## src/rtl/dbuf_drv_pkg.sv

```systemverilog
// Shared types and constants for the dbuf_drive_seq non-overlap drive sequencer.
package dbuf_drv_pkg;

    localparam int DTW_DEF = 6;
    localparam int DT_MIN  = 1;

    typedef enum logic [2:0] {
        OFF,
        DT_LH,
        HS_ON,
        DT_HL,
        LS_ON
    } dbuf_drv_state_t;

endpackage

```

## src/rtl/dbuf_drv_dtcnt.sv

```systemverilog
// Loadable dead-time down-counter; a zero load is clamped to DT_MIN, `last` flags count == 1.
module dbuf_drv_dtcnt
    import dbuf_drv_pkg::*;
#(
    parameter int DTW = DTW_DEF
) (
    input  logic           clk,
    input  logic           rst_n,
    input  logic           load,
    input  logic [DTW-1:0] value,
    input  logic           dec,
    output logic           last
);

    logic [DTW-1:0] cnt;

    // NOTE: state registers use non-blocking assignments so every flop samples pre-edge values.
    always_ff @(posedge clk or negedge rst_n) begin
        if (!rst_n) begin
            cnt <= '0;
        end else if (load) begin
            cnt <= (value == '0) ? DTW'(DT_MIN) : value;
        end else if (dec && cnt != '0) begin
            cnt <= cnt - 1'b1;
        end
    end

    assign last = (cnt == DTW'(DT_MIN));

endmodule

```

## src/rtl/dbuf_drive_seq.sv

```systemverilog
// Non-overlap high/low-side buffer drive sequencer with dead time, diode emulation and fault latch.
// Optional minimum high-side on-time is built when DBUF_DRV_MINON_EN is defined.
module dbuf_drive_seq
    import dbuf_drv_pkg::*;
#(
    parameter int DTW   = DTW_DEF,
    parameter int MINON = 8,
    parameter int MOW   = 4
) (
    input  logic           CELCLK,
    input  logic           CELRSTN,
    input  logic           CELV,
    input  logic           CELG,
    input  logic           SUB,
    input  logic           en,
    input  logic           pwm,
    input  logic           zcd,
    input  logic           flt,
    input  logic [DTW-1:0] dt_lh,
    input  logic [DTW-1:0] dt_hl,
    output logic           hs_o,
    output logic           ls_o,
    output logic           flt_lat
);

    dbuf_drv_state_t state, state_nxt;
    logic            dt_load;
    logic [DTW-1:0]  dt_val;
    logic            dt_dec;
    logic            dt_last;
    logic            hs_release;

    // Supply pins exist only for the cell generator.
    logic unused_pins;
    assign unused_pins = ^{CELV, CELG, SUB, 1'b0};

    dbuf_drv_dtcnt #(.DTW(DTW)) u_dtcnt (
        .clk   (CELCLK),
        .rst_n (CELRSTN),
        .load  (dt_load),
        .value (dt_val),
        .dec   (dt_dec),
        .last  (dt_last)
    );

    assign dt_dec = (state == DT_LH) || (state == DT_HL);

`ifdef DBUF_DRV_MINON_EN
    logic [MOW-1:0] mo_cnt;

    // Held at zero outside HS_ON, so it starts from zero on every HS_ON entry.
    always_ff @(posedge CELCLK or negedge CELRSTN) begin
        if (!CELRSTN) begin
            mo_cnt <= '0;
        end else if (state != HS_ON) begin
            mo_cnt <= '0;
        end else if (mo_cnt != MOW'(MINON)) begin
            mo_cnt <= mo_cnt + 1'b1;
        end
    end

    assign hs_release = (mo_cnt >= MOW'(MINON - 1));
`else
    logic unused_minon;
    assign unused_minon = (MINON > MOW);
    assign hs_release   = 1'b1;
`endif

    // NOTE: every always_comb output gets a default first so no latch is inferred.
    always_comb begin
        state_nxt = state;
        dt_load   = 1'b0;
        dt_val    = dt_lh;
        if (flt || !en) begin
            state_nxt = OFF;
        end else begin
            case (state)
                OFF: begin
                    if (!flt_lat && pwm) begin
                        state_nxt = DT_LH;
                        dt_load   = 1'b1;
                    end
                end
                DT_LH: begin
                    if (dt_last) begin
                        state_nxt = HS_ON;
                    end else if (!pwm) begin
                        state_nxt = DT_HL;
                        dt_load   = 1'b1;
                        dt_val    = dt_hl;
                    end
                end
                HS_ON: begin
                    if (!pwm && hs_release) begin
                        state_nxt = DT_HL;
                        dt_load   = 1'b1;
                        dt_val    = dt_hl;
                    end
                end
                DT_HL: begin
                    if (dt_last) begin
                        state_nxt = LS_ON;
                    end
                end
                LS_ON: begin
                    if (pwm) begin
                        state_nxt = DT_LH;
                        dt_load   = 1'b1;
                    end else if (zcd) begin
                        state_nxt = OFF;
                    end
                end
                default: state_nxt = OFF;
            endcase
        end
    end

    // Outputs decode the next state so they change on the same edge as the state register.
    always_ff @(posedge CELCLK or negedge CELRSTN) begin
        if (!CELRSTN) begin
            state   <= OFF;
            hs_o    <= 1'b0;
            ls_o    <= 1'b0;
            flt_lat <= 1'b0;
        end else begin
            state <= state_nxt;
            hs_o  <= (state_nxt == HS_ON);
            ls_o  <= (state_nxt == LS_ON);
            if (!en) begin
                flt_lat <= 1'b0;
            end else if (flt) begin
                flt_lat <= 1'b1;
            end
        end
    end

endmodule

```

## config.mk

```make
export PLATFORM = sky130hd
export DESIGN_NAME = dbuf_drive_seq
export DESIGN_NICKNAME = d
export VERILOG_FILES = /design/src/rtl/dbuf_drv_pkg.sv /design/src/rtl/dbuf_drv_dtcnt.sv /design/src/rtl/dbuf_drive_seq.sv
export SDC_FILE = /design/constraint.sdc
export NUM_CORES = 1
export LEC_CHECK = 0
export ABC_AREA = 1
export CAP_MARGIN = 30
export CELL_PAD_IN_SITES_DETAIL_PLACEMENT = 1
export CELL_PAD_IN_SITES_GLOBAL_PLACEMENT = 1
export CORE_ASPECT_RATIO = 0.8
export CORE_MARGIN = 5
export CORE_UTILIZATION = 35
export CTS_BUF_LIST = sky130_fd_sc_hd__clkbuf_16
export CTS_CLUSTER_DIAMETER = 60
export CTS_CLUSTER_SIZE = 20
export DETAILED_ROUTE_END_ITERATION = 10
export GPL_ROUTABILITY_DRIVEN = 0
export PLACE_DENSITY = 0.9
export SYNTH_ARGS = -nofsm -noshare
export SYNTH_HDL_FRONTEND = slang
export SYNTH_SLANG_ARGS = --single-unit
```

## constraint.sdc

```tcl
create_clock -name CELCLK -period 2.35 [get_ports CELCLK]
set_input_delay 0.47 -clock CELCLK [delete_from_list [all_inputs] [get_ports CELCLK]]
set_output_delay 0.47 -clock CELCLK [all_outputs]
set_load 0.005 [all_outputs]
```

======== Word level (Yosys, flattened, before mapping) ========
Index checks and enable logic that the tools add are counted.
operators by class
  mux-type cells .......................... 23
  eq/ne operators ......................... 8
  add/sub/neg operators ................... 1
  reductions and logical operators ........ 10
operators by type and width
  cell                 count
  $mux 6               6
  $mux 3               7
  $pmux 3 s5           1
  $pmux 6 s2           1
  $eq 3x2->1 const B   3
  $mux 1               7
  $eq 3x3->1 const B   2
  $eq 6x1->1 const B   1
  $logic_not 6->1      1
  $reduce_bool 6->1    1
  $sub 6x1->6 const B  1
  $pmux 1 s4           1
  $eq 3x1->1 const B   1
  $logic_not 3->1      1
  $logic_and 1x1->1    2
  $logic_not 1->1      2
  $logic_or 1x1->1     2
  $ne 2x1->1 const B   1
  $reduce_bool 2->1    1
word-level totals
  register bits after elaboration ......... 12
  logic and storage cells ................. 47
  bits of input ports ..................... 21
  output and inout bits ................... 3

======== Longest topological paths before layout ========
  word-level depth ........................ 7
  mapped depth ............................ 13
  gate-level depth less buffers ........... 13

======== By module ========
From an unflattened synthesis, not the netlist that was laid out.
second synthesis, totals
  cell total of the unflattened synthesis .. 148
  area total of the unflattened synthesis .. 998.5 um^2
by module, submodules not included
  module          sequential area each (um^2)  times used  cells an instance  area each (um^2)
  dbuf_drive_seq  150.1                        1           73                 499.2
  dbuf_drv_dtcnt  150.1                        1           75                 499.2

======== Worst setup path after synthesis ========
No wires, ideal clock.
  path kind ............................... reg2reg
  from .................................... register u_dtcnt.cnt[0]
  to ...................................... register u_dtcnt.cnt[0]
  stages on the path, launching flop included .. 12
  clock period less this slack ............ 1.551 ns
  arrival time ............................ 1.434 ns
  slack ................................... 0.799 ns
  setup time .............................. 0.117 ns
  required time ........................... 2.233 ns
  path buffers ............................ 0
  path through ............................ dfrtp_1 > ha_1 > nand2_1 > nor2_4 > nor3_2 > o21ai_4 > inv_4 > nand2_1 > a21oi_2 > nand2_1 > nand2_1 > nand2_1
on the way
  longest elaborated chain between the ends .. 7
  elaborated cells on any way between the ends .. 15
  those cells by class .................... add/sub (1); eq/ne (1); mux (9); reduce/logical (4)
ends and longest elaborated chain
  what                    line                  RTL
  from (decl)             dbuf_drv_dtcnt.sv:15  logic [DTW-1:0] cnt;
  from (signal assigned)  dbuf_drv_dtcnt.sv:22  cnt <= (value == '0) ? DTW'(DT_MIN) : value;
  from (signal assigned)  dbuf_drv_dtcnt.sv:24  cnt <= cnt - 1'b1;
  $eq 6x1->1              dbuf_drv_dtcnt.sv:28  assign last = (cnt == DTW'(DT_MIN));
  $mux 6                  dbuf_drive_seq.sv:85  if (dt_last) begin
  $pmux 6 s2              dbuf_drive_seq.sv:77  case (state)
  $mux 6                  dbuf_drive_seq.sv:74  if (flt || !en) begin
  $logic_not 6->1         dbuf_drv_dtcnt.sv:22
  $mux 6                  dbuf_drv_dtcnt.sv:22
  $mux 6                  dbuf_drv_dtcnt.sv:21  end else if (load) begin
Several ways; a longest one is shown, not always the timed one. The select of a mux whose other input is x is not followed.
A chain may end at the register's enable or synchronous reset.

======== Final worst setup path ========
  from .................................... register u_dtcnt.cnt[1]
  to ...................................... register u_dtcnt.cnt[0]
Same word-level chain as after synthesis.

==> metrics.md <==
| Metric | Value |
|---|---|
| Design Area, Final | `roughly 0.0013 mm²` |
| Vias per cell | `4.877` |
| Grt peak-use layer | `met2` |
| Register area share after synthesis | `30.23%` |
| Finished Core Util | `between 40% and 50%` |
| Initial Utilization | `a little over a third` |
| 1st-iter DRT viols | `26` |
| GRT Residual Overflow | `0` |
| CTS buffer count | `3` |
| Met2 usage | `31.79%` |
| Endpoints failing hold | `0` |
| Met1 Use GR | `between 10% and 20%` |
| Pre-CTS setup slack | `around 0.22 ns` |
| CTS root buf | `clkbuf_16` |
| Layout cell share with drive strength beyond 1 | `a little under an eighth` |
| Synthesized cell area | `just under 0.001 mm²` |
| Fin nets | `approximately 200` |
| Post-Synthesis Cells | `156` |
| Unique masters post-synth | `25` |
| Mean area per synthesized cell | `between 6 and 7 µm²` |
| Largest net degree at the start of global routing | `13` |
| Reg2reg path depth | `13` |
| Rows | `17` |
| Crit Reg-Reg Startpoint | `u_dtcnt.cnt[1]` |
| Placed cell area | `around 0.0013 mm²` |
| Final Power | `around 940 µW` |
| First-pass GRT wire length | `a little over 5000 µm` |
| Global-route usage over all layers | `about 16%` |
| Clock share of power | `between 30 and 40%` |
| CTS tree | `built` |
| Post-synth EDFFs | `0` |
| Postcts setup bufs | `0` |
| Req. time, crit path | `approximately 2.5 ns` |
| ANT nets after route | `0` |
| Ys async rst share | `100.0%` |
| Synth-to-layout area growth | `34.38%` |
| FF-to-FF End | `u_dtcnt.cnt[0]` |
| Max FO, Critical Path | `7` |
| Critical path type | `register to register` |
| Internal | `600.0 µW` |
| Post-CTS sizing | `0` |
| #FFs+latches synth | `12` |
| Finish-stage setup viols | `0` |
| H-tree lvl count | `1` |
| Buffers added on ports | `20` |
| Peak supply drop | `0.0004299 V` |
| Placed cells | `around 220` |
| Die Y | `~58 µm` |
| Commonest cells in the netlist | `54 x nand2_1, 19 x inv_1, 12 x dfrtp_1, 12 x nor2_1, 11 x nand3_1` |
| Unrepaired setup endpoints after global routing | `false` |
| Antenna violations before repair | `0` |
| ANT cells | `0` |
| CTS Hold Buffers Added | `0` |
| Leak pwr | `approximately 0.65 nW` |
| Syn Nets | `between 150 and 200` |
| Final worst setup slack | `0.4288 ns` |
| Status | `completed` |
| Drt total wl | `between 3000 and 4000 µm` |
| Min-delay worst type | `register to register` |
| Hold Startpoint | `flt_lat` |
| DR pass1 iterations | `4` |
| Clk_lat worst skew | `0.24 ns` |
| Post-Layout Cell Count | `220` |
| P_sw | `between 300 and 400 µW` |
| Synth top area cells | `dfrtp_1 30%, nand2_1 20%, inv_1 7.2%, nand3_1 5.5%, nor2_1 4.5%` |
| Post-synth top area share | `between 30% and 40%` |
| Reg-to-reg setup timing slack | `roughly 0.43 ns` |
| I/O pins | `24` |
| Sink Count | `12` |
| Number of max-cap violations | `0` |
| Fillcell total | `between 300 and 400` |
| CP Launch Type | `register` |
| CTS Buffer Depth | `2` |
| Clock skew | `0.0004568 ns` |
| Period Utilization, post-route | `about four fifths` |
| Worst Tran Pin Value | `0.5957 ns` |
| Critical path endpoint category | `register` |
| Drt drc | `0` |
| Core box area | `0.002744 mm²` |
| Avg WL per Cell | `13.93 µm` |
| Synth Flop Type | `dfrtp_1` |
| CP Data Arrival Time | `slightly above 2 ns` |
| Hold endpoint | `flt_lat` |
| Fmax | `between 500 and 600 MHz` |
| Relative slew slack | `about three fifths` |
| Setup TNS | `0 ns` |
| Syn. warnings | `0` |
| CTS clk-pin slew, worst paths | `roughly 0.04 ns` |
| Sequential Power Share | `between 30% and 40%` |
| Logic gate share of total power | `approximately 33%` |
| Most common cell in the netlist | `nand2_1` |
| Die area | `0.004010 mm²` |
| Period minus WS final | `roughly 1.9 ns` |
| Die span in x | `69.57 µm` |
| Via Count | `between 1000 and 1500` |
| Sw frac | `36.03%` |
| Largest area contributor in the netlist | `dfrtp_1` |
| Vias in the first global route | `~1100` |
| Worst Hold Path Cells | `2` |
| HPWL after DPL | `around 2500 µm` |
| Max-slew violations | `0` |
| Power Dens Cells | `~700 mW/mm²` |
| GRT met3 Usage | `about 4.3%` |
| Hold WS | `about 0.53 ns` |
-- cell type report --
| cell class | count | area (µm²) | share of cell area, % |
|---|---|---|---|
| multi-input cells | 120 | 600.6 | 44.99 |
| flip-flops and latches | 12 | 300.3 | 22.49 |
| repair buffers | 22 | 215.2 | 16.12 |
| inverters | 24 | 92.59 | 6.935 |
| clock buffers | 3 | 75.07 | 5.623 |
| well taps | 38 | 47.55 | 3.561 |
| clock inverters | 1 | 3.754 | 0.2812 |
-- power groups by stage --
stage / Clock [mW] / Combinational, mW / Sequential [mW]
2_1_floorplan: 0 / 0.213 / 0.298
3_3_place_gp: 0 / 0.288 / 0.305
3_5_place_dp: 0 / 0.311 / 0.312
4_1_cts: 0.324 / 0.316 / 0.310
5_1_grt: 0.338 / 0.357 / 0.315
6_report: 0.315 / 0.313 / 0.310
-- per-layer routing --
metal | up-vias | part of all wire (%)
met4 | 0 | 0.72
met2 | 16 | 54
met5 | - | 0
met3 | 5 | 3.4
li1 | 547 | -
met1 | 505 | 42
-- worst max path at each step --
| stage | from | end | slack, ns | cells past startpoint |
|---|---|---|---|---|
| after floorplan | u_dtcnt.cnt[0] | u_dtcnt.cnt[0] | 0.80 | 11 |
| after global placement | pwm | u_dtcnt.cnt[0] | 0.24 | 12 |
| after detailed placement | pwm | u_dtcnt.cnt[0] | 0.22 | 12 |
| after CTS | u_dtcnt.cnt[1] | u_dtcnt.cnt[0] | 0.43 | 13 |
| after global routing | u_dtcnt.cnt[1] | u_dtcnt.cnt[0] | 0.23 | 13 |
| final | u_dtcnt.cnt[1] | u_dtcnt.cnt[0] | 0.43 | 13 |
-- critical path: stages (launching register included) --
cell and delay [ns]:
dfrtp_1 0.36, inv_1 0.13, ha_1 0.28, nand2_1 0.12
nor2_4 0.18, nand2_1 0.11, nand4_1 0.17, nand2_1 0.09
nand2_1 0.08, nand2_1 0.06, nand3_1 0.08, nand2_1 0.06
nand2_1 0.05, nand2_1 0.05
-- cells in the final DEF, fill, tap and decap left out, drive strengths merged, types with 4 or more instances in the layout --
cell            n
nor2           18
inv            24
dfrtp          12
clkdlybuf4s50  20
o21ai          15
nand2          55
nand4           5
a21oi           4
nand3          11
-- cell families (layout without fill, tap and decap cells) --
logic type / after synthesis / in the layout / share of synthesized area (%)
compound gates: 21 / 21 / 12.72
fa+ha+maj: 2 / 2 / 2.518
simple gates: 95 / 95 / 43.45
buf+inv: 24 / 50 / 9.320
xor+xnor: 2 / 2 / 1.764
flops: 12 / 12 / 30.23
-- flip-flops by register name, summed over array words and instances (netlist names) --
name	flops
state	3
hs_o	1
ls_o	1
flt_lat	1
u_dtcnt.cnt	6
(Power assumes the default switching activity.)
